## src/rtl/rvga_lsu_pkg.sv

```systemverilog
`default_nettype none
// ============================================================================
//  Module : rvga_lsu_pkg
//  Desc   : Shared types and helpers for the MEM-stage load/store unit.
//  Rev    : 1.0  initial release
// ============================================================================
package rvga_lsu_pkg;

    typedef enum logic [1:0] {MEM_B, MEM_H, MEM_W, MEM_X} mem_size_t;

    typedef enum logic [1:0] {LSU_IDLE, LSU_WAIT, LSU_RESP, LSU_FAULT} lsu_state_t;

    // True when the access cannot be issued: illegal size or unnatural alignment
    function automatic logic is_misaligned(input mem_size_t size, input logic [1:0] addr_lo);
        logic bad;
        bad = 1'b0;
        case (size)
            MEM_B:   bad = 1'b0;
            MEM_H:   bad = addr_lo[0];
            MEM_W:   bad = |addr_lo;
            default: bad = 1'b1;
        endcase
        return bad;
    endfunction

endpackage
`default_nettype wire

```

## src/rtl/rvga_lsu_align.sv

```systemverilog
`default_nettype none
// ============================================================================
//  Module : rvga_lsu_align
//  Desc   : Combinational lane logic. Store side builds byte enables and
//           lane-replicated write data; load side shifts and extends the word.
//  Rev    : 1.0  initial release
// ============================================================================
module rvga_lsu_align
    import rvga_lsu_pkg::*;
#(
    parameter int XLEN = 32
) (
    input  mem_size_t         st_size,
    input  logic [1:0]        st_addr_lo,
    input  logic [XLEN-1:0]   st_wdata,
    output logic [3:0]        st_be,
    output logic [XLEN-1:0]   st_wdata_rep,
    output logic              st_misaligned,
    input  mem_size_t         ld_size,
    input  logic [1:0]        ld_addr_lo,
    input  logic              ld_unsigned,
    input  logic [XLEN-1:0]   ld_rdata,
    output logic [XLEN-1:0]   ld_data
);

    logic [XLEN-1:0] shifted;
    logic            sext_b;
    logic            sext_h;

    // Store path: enables and replication depend only on size and low address
    always_comb begin
        st_be         = 4'b0000;
        st_wdata_rep  = st_wdata;
        st_misaligned = is_misaligned(st_size, st_addr_lo);
        case (st_size)
            MEM_B: begin
                st_be        = 4'b0001 << st_addr_lo;
                st_wdata_rep = {(XLEN/8){st_wdata[7:0]}};
            end
            MEM_H: begin
                st_be        = 4'b0011 << {st_addr_lo[1], 1'b0};
                st_wdata_rep = {(XLEN/16){st_wdata[15:0]}};
            end
            MEM_W: begin
                st_be        = 4'b1111;
                st_wdata_rep = st_wdata;
            end
            default: begin
                st_be        = 4'b0000;
                st_wdata_rep = st_wdata;
            end
        endcase
    end

    // Load path: bring the addressed lane down to bit 0, then extend
    always_comb begin
        shifted = ld_rdata >> {ld_addr_lo, 3'b000};
        sext_b  = ~ld_unsigned & shifted[7];
        sext_h  = ~ld_unsigned & shifted[15];
        case (ld_size)
            MEM_B:   ld_data = {{(XLEN-8){sext_b}}, shifted[7:0]};
            MEM_H:   ld_data = {{(XLEN-16){sext_h}}, shifted[15:0]};
            default: ld_data = shifted;
        endcase
    end

endmodule
`default_nettype wire

```

## src/rtl/rvga_lsu.sv

```systemverilog
`default_nettype none
// ============================================================================
//  Module : rvga_lsu
//  Desc   : MEM-stage load/store unit. Accepts one request from EX, runs a
//           req/ack transaction on the data port, returns aligned load data.
//  Rev    : 1.0  initial release
// ============================================================================
module rvga_lsu
    import rvga_lsu_pkg::*;
#(
    parameter int XLEN   = 32,
    parameter int ADDR_W = 32
) (
    input  logic              clk,
    input  logic              rst_n,
    input  logic              req_valid,
    output logic              req_ready,
    input  logic              req_we,
    input  logic [1:0]        req_size,
    input  logic              req_unsigned,
    input  logic [ADDR_W-1:0] req_addr,
    input  logic [XLEN-1:0]   req_wdata,
    output logic              mem_req,
    output logic              mem_we,
    output logic [ADDR_W-1:0] mem_addr,
    output logic [3:0]        mem_be,
    output logic [XLEN-1:0]   mem_wdata,
    input  logic              mem_ack,
    input  logic [XLEN-1:0]   mem_rdata,
    output logic              rsp_valid,
    output logic [XLEN-1:0]   rsp_rdata,
    output logic              misalign
);

    lsu_state_t      state_q;
    lsu_state_t      state_d;
    logic            accept;
    logic            ack_hit;
    logic            we_q;
    logic            unsigned_q;
    mem_size_t       size_q;
    logic [1:0]      addr_lo_q;
    logic [3:0]      st_be;
    logic [XLEN-1:0] st_wdata_rep;
    logic            st_misaligned;
    logic [XLEN-1:0] ld_data;

    // Ready is withheld while reset is asserted even though the state is IDLE
    assign req_ready = (state_q == LSU_IDLE) & rst_n;
    assign accept    = req_valid & req_ready;
    assign mem_req   = (state_q == LSU_WAIT);
    assign mem_we    = mem_req & we_q;
    assign ack_hit   = mem_req & mem_ack;
    assign rsp_valid = (state_q == LSU_RESP);
    assign misalign  = (state_q == LSU_FAULT);

    rvga_lsu_align #(
        .XLEN (XLEN)
    ) u_align (
        .st_size       (mem_size_t'(req_size)),
        .st_addr_lo    (req_addr[1:0]),
        .st_wdata      (req_wdata),
        .st_be         (st_be),
        .st_wdata_rep  (st_wdata_rep),
        .st_misaligned (st_misaligned),
        .ld_size       (size_q),
        .ld_addr_lo    (addr_lo_q),
        .ld_unsigned   (unsigned_q),
        .ld_rdata      (mem_rdata),
        .ld_data       (ld_data)
    );

    // State register
    always_ff @(posedge clk or negedge rst_n) begin
        if (!rst_n) state_q <= LSU_IDLE;
        else        state_q <= state_d;
    end

    // Next-state logic
    always_comb begin
        state_d = state_q;
        case (state_q)
            LSU_IDLE:  if (accept) state_d = st_misaligned ? LSU_FAULT : LSU_WAIT;
            LSU_WAIT:  if (mem_ack) state_d = LSU_RESP;
            LSU_RESP:  state_d = LSU_IDLE;
            LSU_FAULT: state_d = LSU_IDLE;
            default:   state_d = LSU_IDLE;
        endcase
    end

    // Request capture on accept and load-data capture on ack; all held otherwise
    always_ff @(posedge clk or negedge rst_n) begin
        if (!rst_n) begin
            mem_addr   <= '0;
            mem_be     <= '0;
            mem_wdata  <= '0;
            rsp_rdata  <= '0;
            we_q       <= 1'b0;
            unsigned_q <= 1'b0;
            size_q     <= MEM_B;
            addr_lo_q  <= 2'b00;
        end else begin
            if (accept && !st_misaligned) begin
                mem_addr   <= {req_addr[ADDR_W-1:2], 2'b00};
                mem_be     <= st_be;
                mem_wdata  <= st_wdata_rep;
                we_q       <= req_we;
                unsigned_q <= req_unsigned;
                size_q     <= mem_size_t'(req_size);
                addr_lo_q  <= req_addr[1:0];
            end
            if (ack_hit) begin
                rsp_rdata <= we_q ? '0 : ld_data;
            end
        end
    end

endmodule
`default_nettype wire

```

## config.mk

```make
export PLATFORM = sky130hd
export DESIGN_NAME = rvga_lsu
export DESIGN_NICKNAME = d
export VERILOG_FILES = /design/src/rtl/rvga_lsu_pkg.sv /design/src/rtl/rvga_lsu_align.sv /design/src/rtl/rvga_lsu.sv
export SDC_FILE = /design/constraint.sdc
export NUM_CORES = 1
export LEC_CHECK = 0
export CORE_MARGIN = 2
export CORE_UTILIZATION = 46
export DETAILED_ROUTE_END_ITERATION = 6
export GPL_TIMING_DRIVEN = 0
export PLACE_DENSITY = 0.86
export SYNTH_ARGS = -nofsm -noshare
export SYNTH_HDL_FRONTEND = slang
export SYNTH_SLANG_ARGS = --single-unit
```

## constraint.sdc

```tcl
create_clock -name clk -period 4 [get_ports clk]
set_clock_uncertainty 0.05 [all_clocks]
set_input_delay 1 -clock clk [delete_from_list [all_inputs] [get_ports clk]]
set_output_delay 1 -clock clk [all_outputs]
set_load 0.1 [all_outputs]
```

==> Word level (Yosys, flattened, before mapping) <==
Cells that the tools add are included.
{ "totals": {"output_inout_bits": 105, "word_cells": 44, "ff_bits": 106} }
{ "classes": {"muxes": 9, "eq_ne": 8, "shift": 3, "bitwise_logic": 7, "reduce_logical": 8} }
{ "ops": {"columns": ["op", "n"], "rows": [
  ["one-hot mux 32 bit (2 select lines)", 2],
  ["two-way mux 32 bit", 1],
  [">> shifter 32 x 5 -> 32 bit", 1],
  ["one-hot mux 4 bit (3 select lines)", 1],
  ["bitwise AND 1 bit", 6],
  ["equality test 2 x 1 -> 1 bit, second input constant", 3],
  ["equality test 2 bit, second input constant", 3],
  ["logical NOT 2 bit", 3],
  ["two-way mux 2 bit", 3],
  ["one-hot mux 2 bit (3 select lines)", 1],
  ["OR reduction 2 bit", 2],
  ["<< shifter 1 x 2 -> 4 bit, first input constant", 1],
  ["<< shifter 2 x 2 -> 4 bit, first input constant", 1],
  ["one-hot mux 1 bit (3 select lines)", 1],
  ["!= test 2 x 1 -> 1 bit, second input constant", 1],
  ["!= test 2 bit, second input constant", 1],
  ["AND reduction 2 bit", 1],
  ["logical AND 1 bit", 1],
  ["logical NOT 1 bit", 1],
  ["inverter 1 bit", 1]
]} }

==> Depth between registers and ports, before layout <==
Gate-level depths: netlist of the first run.
{ "logic_depth": {"depth_word": 5, "mapped_depth": 7, "ltp_nobuf": 4} }

==> By module <==
A second synthesis of the first run with hierarchy kept.
{ "unflattened": {"cells_unflattened": 483, "area_unflattened_um2": 5372.7} }
{ "by_module_without_submodules": {"columns": ["module", "instances", "cells_each", "area_each_um2"], "rows": [
  ["rvga_lsu", 1, 307, 4184.0],
  ["rvga_lsu_align", 1, 176, 1188.6]
]} }

==> Worst setup path before layout of the first run <==
No wires, ideal clock.
{ "synth_path": {"kind": "input port to output port", "from": "input port rst_n", "to": "output port req_ready", "path_slack_ns": -0.232, "cell_stages": 1, "path_buffers": 0, "arrival_time_ns": 3.182, "path_cell_list": "nor3b_1"} }
{ "synth_via": {"elab_chain_cells": 1} }
{ "synth_lines": {"columns": ["item", "line", "text"], "rows": [
  ["start, declared", "rvga_lsu.sv:15", "input logic rst_n,"],
  ["bitwise AND 1 bit", "rvga_lsu.sv:49", "assign req_ready = (state_q == LSU_IDLE) & rst_n;"],
  ["end, declared", "rvga_lsu.sv:17", "output logic req_ready,"]
]} }
Every way passes these cells.

==> Worst setup path after layout of the first run <==
Same ends and word-level chain as after synthesis.

==> reports/summary.md, run 1 <==
For this run, the number of Yosys warnings is 0. The run finished with clean final reports. The tools report the DRC violation count after routing as 0. The complex-gate fraction of the synthesized area was 0.131.

Worst reg2reg path startpoint: state_q[1]. The combinational family with the most area after synthesis is multiplexers. After routing the design area is 7400 µm². The H-tree was split into 3 levels. For the finished layout, the period the worst path requires is 3.64 ns. The first global-routing pass estimated 23.4 mm of wire.

The maximum buffer depth of the clock tree came out at 2. The worst setup path is captured at an output pin. In this run the standard cell core region covers 10400 µm². Averaged over all synthesized cells, the footprint is 11.7 µm². The synthesized netlist contains 34 unique library cells. The effective utilization at floorplan was 0.475. 0 antenna diodes ended up in the layout. After the first detailed-routing iteration, the DRC count stood at 209. For this run, the slowest stage of the critical path takes 0.58 ns. The share of synthesized cell area in full adder, half adder and majority cells came out at 0. The clock insertion delay at the later pin of the skew report is 0.37 ns. TritonCTS built the clock tree.

Setup repair after global routing left no endpoint under its margin. The detail route stage leaves a number of antenna-violating nets equal to 0. Worst slew slack as a fraction of its limit: 0.303.

For the final routed database, the setup TNS stands at 0 ns. The simple-gate portion of the synthesized area was 0.0850; the footprint of the flip-flops and latches was 2650 µm². The ratio of routed vias to standard cells works out to 5.51. The area growth from synthesis to layout works out to 50.1%. The worst-path cell with the longest stage delay was clkdlybuf4s15_2. Once placement finished, the instance area stood at 7170 µm².

The run gives 0 as the cts-stage hold buffer count. The final hold slack is 0.441 ns. The die is 108 µm wide. The share of flip-flops with an asynchronous set or reset after synthesis was 1.00; the clock sink total was 106. In the post-route analysis, the smallest setup slack over all paths is 0.359 ns. The total of fill cells in the finished design was 764; the wire length after detailed routing was 15.0 mm. In this run the most critical hold path is launched from rsp_rdata[10]. The number of enable flip-flop cells after synthesis came out at 0. The share of the synthesized netlist area taken by xor and xnor gates was 0.00178.

Synthesis inferred 106 register bits. For the number of hold violations in the final report, the log shows 0. The logs give 0 for the count of endpoints failing setup in the final report and 0 for the max-cap violation count. For the pin with the worst max-slew slack, the measured transition is 1.04 ns. Static timing analysis puts the maximum clock frequency at 275 MHz.

The start-to-end type of the worst setup path is primary input to output pin. Data arrives at the worst endpoint at 2.59 ns. The count of pins over their slew limit is 0, and the multi-input gate area in the final layout is 2120 µm². The tools report the die area as 11600 µm².

For this run, the detailed router's first-pass iteration total came to 4. For this run, the leading register cell type out of synthesis is dfrtp_1. Number of antenna violations at the first check in global routing: 0. The tightest min-delay check is of the flop to flop type. The tools report the critical path startpoint as rst_n. The library cell used most frequently in the layout, excluding fill and tap cells, is clkdlybuf4s50_1. The logs give 11.2 mm for the half-perimeter wire length after detailed placement and 4512 for the number of global-route vias before repair. The run gives 0.538 as the sequential fraction of the synthesis area.

For the maximum number of pins on one net before global-route repair, the log shows 67. Clock-pin slew was measured on the worst setup and hold paths at 0.09 ns. The root cell of the clock tree is clkbuf_8. Mux cell area share after synthesis: 0.209.

The total CTS buffers is 9, and the y dimension of the die is 108 µm. Count of input and output buffers: 204. The pre-CTS setup slack came out at -0.482 ns. For this run the aggregate overflow at the end of global routing stands at 0. The portion of the clock cycle consumed by the worst path in the final layout came out at 0.910.

The final route contains 4278 vias. At the worst endpoint, the required time is 2.95 ns. The layout cell share with drive strength beyond 1 was 0.148. The tools report the global routing usage summed across all routing layers as 0.263. Traced cell by cell, the critical path runs through buf_6 > buf_12 > nor3b_2 > clkdlybuf4s15_2.

The final layout contains 742 nets. In this run the cell area of the synthesized design comes to 4930 µm². The peak fanout along the critical path is 66, and the placement row count is 37.

The tools report the cell count after synthesis as 421. The library cells used most frequently in the layout, excluding fill and tap cells, are clkdlybuf4s50_1, dfrtp_1, o21ai_0, mux2_2, nand2_1. Dividing the detail-routed wire length by the instance count gives 19.3 µm. At the end of routability-driven placement, the weighted congestion stood at 0.921. During I/O placement, the number of pins put on the boundary was 209. The tools report the launching element type of the critical path as a primary input.
==> Yosys cell counts, types with 2 or more instances <==
master	count	area, µm²
dfrtp_1	106	2650
a221o_1	16	160
buf_6	2	22.5
buf_4	3	22.5
nand2_1	46	173
a22o_1	8	70.1
nor2_1	12	45.0
buf_2	13	65.1
nor2b_1	3	18.8
and2_1	3	18.8
buf_1	2	7.51
nand3b_1	9	67.6
o21ai_0	52	260
mux2i_1	40	400
a21oi_1	19	95.1
nor3b_2	2	25.0
mux4_2	2	45.0
nand4bb_1	2	22.5
o311ai_0	2	17.5
mux2_2	52	586
clkbuf_1	13	48.8
nor3_1	2	10.0
==> path summary, 6_finish.rpt <==
kind | to | slack (ns) | cells past startpoint
max | req_ready | 0.36 | 4
min | rsp_rdata[10] | 0.44 | 2
max reg2reg | rsp_rdata[29] | 1.90 | 6
min reg2reg | rsp_rdata[10] | 0.44 | 2
max in group asynchronous | mem_addr[16] | 2.69 | 2
min in group asynchronous | rsp_rdata[0] | 0.56 | 1
==> through the flow <==
stage	std cells	utilization
global route	777	0.713
floorplan	422	-
global placement	762	0.690
finish	777	0.713
CTS	777	0.713
detailed placement	763	0.691
==> layout make-up <==
class                      count  share of cell area
multi-input combinational    282               0.286
tap                          136              0.0230
buffer                        33              0.0225
inverter                       1            0.000507
clock buffer                  12              0.0223
clock inverter                 2             0.00812
timing repair buffer         205               0.279
sequential                   106               0.359
==> registers in the layout (all words and copies together), names as in the netlist <==
signal / count
state_q: 2
we_q: 1
mem_addr: 30
unsigned_q: 1
mem_be: 4
rsp_rdata: 32
mem_wdata: 32
addr_lo_q: 2
size_q: 2
==> metal layers <==
metal	up-vias	track usage	share of wire
met3	25	0.0999	0.10
met4	0	0.0769	0.019
li1	1947	-	-
met1	2104	0.311	0.39
met2	202	0.446	0.50
met5	-	0	0
==> cells by family after synthesis <==
group | after synthesis
XOR/XNOR | 1
AND/OR/NAND/NOR | 84
flip-flops | 106
multiplexers | 94
other | 1
buffers and inverters | 34
AO/OA/AOI/OAI | 101
==> repair_timing <==
action	in CTS	in global routing
resized for setup	3	1
setup endpoints to repair	1	1
buffers inserted	0	0
==> critical path: cells and delay by family <==
family | cells | cell delay (ns)
and+or+nand+nor | 1 | 0.20
buffers and inverters | 3 | 1.36
Power of run 1 is left out: the tool's default activity adds up to more than one toggle a clock period on the data nets, which glitch-free logic cannot reach.
==> inputs of run 2 (changes only) <==
- CAP_MARGIN: default -> 40
==> run 2 against run 1 <==
Net effect: global-route usage grew 15 points; sequential share of layout area shrank 7.5 points; worst setup slack lost 0.14 ns; maximum frequency shrank 3.7%; register-to-register slack lost 0.35 ns; cell count grew 14%; utilization grew 19 points; design area grew 26%; flip-flop and latch count is the same; clock-buffer cell count grew 1; routed wire length grew 54%; critical path type unchanged; largest cell class is now non-clock buffers.
==> reports/summary.md, run 2 (same netlist as run 1, synthesis figures left out) <==
The endpoint of the most critical register-to-register path was mem_wdata[13]. The cts-stage hold buffer count came out at 0. The worst setup path is launched from a primary input.

Across the run, the number of max-cap violations was 0. The worst register-to-register path begins at state_q[0]. The critical path's top delay family is buffers and inverters.

For the pre-CTS setup slack, the log shows -0.126 ns. The layout cell share with drive strength beyond 1 came out at 0.266. Worst-path cell with the longest stage delay: clkdlybuf4s50_1.

The run gives 209 as the number of I/O pins. The utilization after layout is 0.902, and the reported leakage power is 4.07 nW. The run gives 0.721 as the combinational share of power.

Leaving out fill and tap cells, the most frequent cell in the layout is clkdlybuf4s50_1. Start-to-end type of the worst setup path: primary input to output pin. On the worst path, the slowest cell contributes a delay of 0.62 ns. The number of nets at the end of the flow came out at 846.

Count of input and output buffers: 204. The switching component of the power was 0.00480 W; the number of antenna violations at the first check in global routing was 0. The first detailed-routing pass ran for 5 iterations.

The number of global-route vias before repair came out at 6013. The die width is 108 µm, and the multi-input gate area in the final layout is 2120 µm². Most prevalent standard cell on the critical path: buf_12.

Peak fanout along the critical path: 66. The portion of the clock cycle consumed by the worst path in the final layout came out at 0.945. The worst hold-check path type is primary input to async pin. The run gives 0.921 as the global placement routability congestion. The flow ran to the end, and the final reports show no timing, DRC or antenna violations.

The share of power burned in the clock network was 0.080. The leftover overflow at the end of global routing was 0. For the number of hold violations in the final report, the log shows 0.

After detailed routing, the average wire length per cell comes to 26.1 µm. Wire length after detailed routing: 23.1 mm. After routing the design area is 9350 µm². The time the final worst path needs with I/O delays and setup is 3.78 ns, and the number of buffer and inverter instances along the worst setup path is 4. The path depth of the worst reg2reg path is 6. Clock tree synthesis found a total of 106 sinks. For the placed cell count, the log shows 867. The critical path endpoint category was an output pin. The tools report the peak supply drop as 0.774 mV. The tools report the DRC violation count after routing as 0. In the final layout, the registers with the most flip-flops are mem_wdata (32), rsp_rdata (32), mem_addr (30). Setup violations remaining at the end of the flow were counted as 0. The number of diodes is 0, and the effective utilization at floorplan is 0.475. In this run the number of cells on the critical path is 5.

Detailed placement ended at an HPWL of 16.4 mm. TritonCTS built the clock tree. After the flow finishes, the layout carries non-filler instances totaling 883.

Buffers inserted during clock tree synthesis total 9. Across all register-to-register paths, the minimum setup slack is 1.55 ns. The remaining number of nets flagged by the antenna check after routing came out at 0.

The switching part of the total power is 0.527. Summing all placed instances gives a cell area of 9120 µm². After detailed routing, the number of vias per cell comes to 6.16.

At the pin with the least slew margin, the transition time is 0.832 ns. The post-route worst setup slack is 0.221 ns, and the sequential power share is 0.198. The power per unit of standard cell area was 975 nW/µm². The first routing iteration left 412 violations.

The count of pins over their slew limit is 0. For the cell internal power dissipation, the log shows 0.00432 W. The area growth from synthesis to layout was 89.7%; the placeable core region was 10400 µm².

Entering global routing, the biggest net connects 67 pins. In the layout the commonest cells are clkdlybuf4s50_1, dfrtp_1, buf_8. Setup repair after global routing left no endpoint under its margin. In this run the number of H-tree levels came out at 3. From bottom edge to top edge, the die measures 108 µm.

At the worst endpoint, the required time is 2.95 ns. The die covers 11600 µm². The logs give 265 MHz for the achievable frequency and 2 for the maximum buffer depth of the clock tree.

For the global routing usage summed across all routing layers, the log shows 0.409. The run gives 5441 as the via count of the routed design. The footprint of the flip-flops and latches is 2650 µm².

The cell sitting at the root of the clock tree is a clkbuf_8. Clock-pin slew was measured on the worst setup and hold paths at 0.10 ns. The critical path goes through buf_12 > buf_12 > nor3b_2 > clkdlybuf4s50_1 > buf_16. The floorplan has 37 rows. The data arrival at the endpoint of the critical path is 2.73 ns, and the total of fill cells in the finished design is 379.

Summed over all failing endpoints, the final setup total negative slack is 0 ns. The worst slew slack as a fraction of its limit was 0.445. The first global-routing pass estimated 34.9 mm of wire.

The clock insertion delay at the later pin of the skew report was 0.38 ns.
-- run 2: repair_timing --
item | 4_1_cts | 5_1_grt
gates resized for setup | 2 | 1
endpoints found under the setup margin | 1 | 1
buffers inserted | 0 | 0
cloned | 0 | 0
-- run 2: metal layers --
layer	global-route usage	share of wire	up-vias	routed length (µm)
li1	-	-	2157	-
met1	0.447	0.33	2692	7630
met2	0.729	0.51	473	11700
met3	0.0987	0.096	119	2210
met4	0.218	0.065	0	1500
met5	0	0	-	0
-- run 2: layout make-up --
class	count	area share
clock buffers	13	0.0181
clock inverters	3	0.00495
repair buffers	309	0.431
plain buffers	33	0.0178
inverters	1	0.000401
multi-input cells	282	0.226
flip-flops and latches	106	0.284
well taps	136	0.0182
-- run 2: metrics by stage --
stage               power, W  hold slack (ns)
CTS                  0.00909            0.451
detailed placement   0.00830            0.430
finish               0.00912            0.446
global placement     0.00645            0.413
floorplan            0.00530            0.458
global route         0.00931            0.480
-- run 2: worst max path at each step --
stage	start	end
6_report	rst_n	req_ready
5_1_grt	rst_n	req_ready
4_1_cts	rst_n	req_ready
3_5_place_dp	rst_n	req_ready
3_3_place_gp	rst_n	req_ready
2_1_floorplan	state_q[0]	mem_we
-- run 2: power by group through the flow --
stage	registers (W)	logic, W	clock network (W)
after CTS	0.00179	0.00657	0.000726
after floorplan	0.00454	0.000757	0
after global placement	0.00173	0.00472	0
after detailed placement	0.00178	0.00651	0
after global routing	0.00183	0.00672	0.000759
final	0.00181	0.00658	0.000733
-- run 2: worst register-to-register path, delay by kind of cell, from the launching register on --
family / cells / cell delay, ns
buf+inv: 2 / 0.84
flops: 1 / 0.55
simple gates: 2 / 0.51
compound gates: 2 / 0.38
Power figures use the tool's default switching activity.
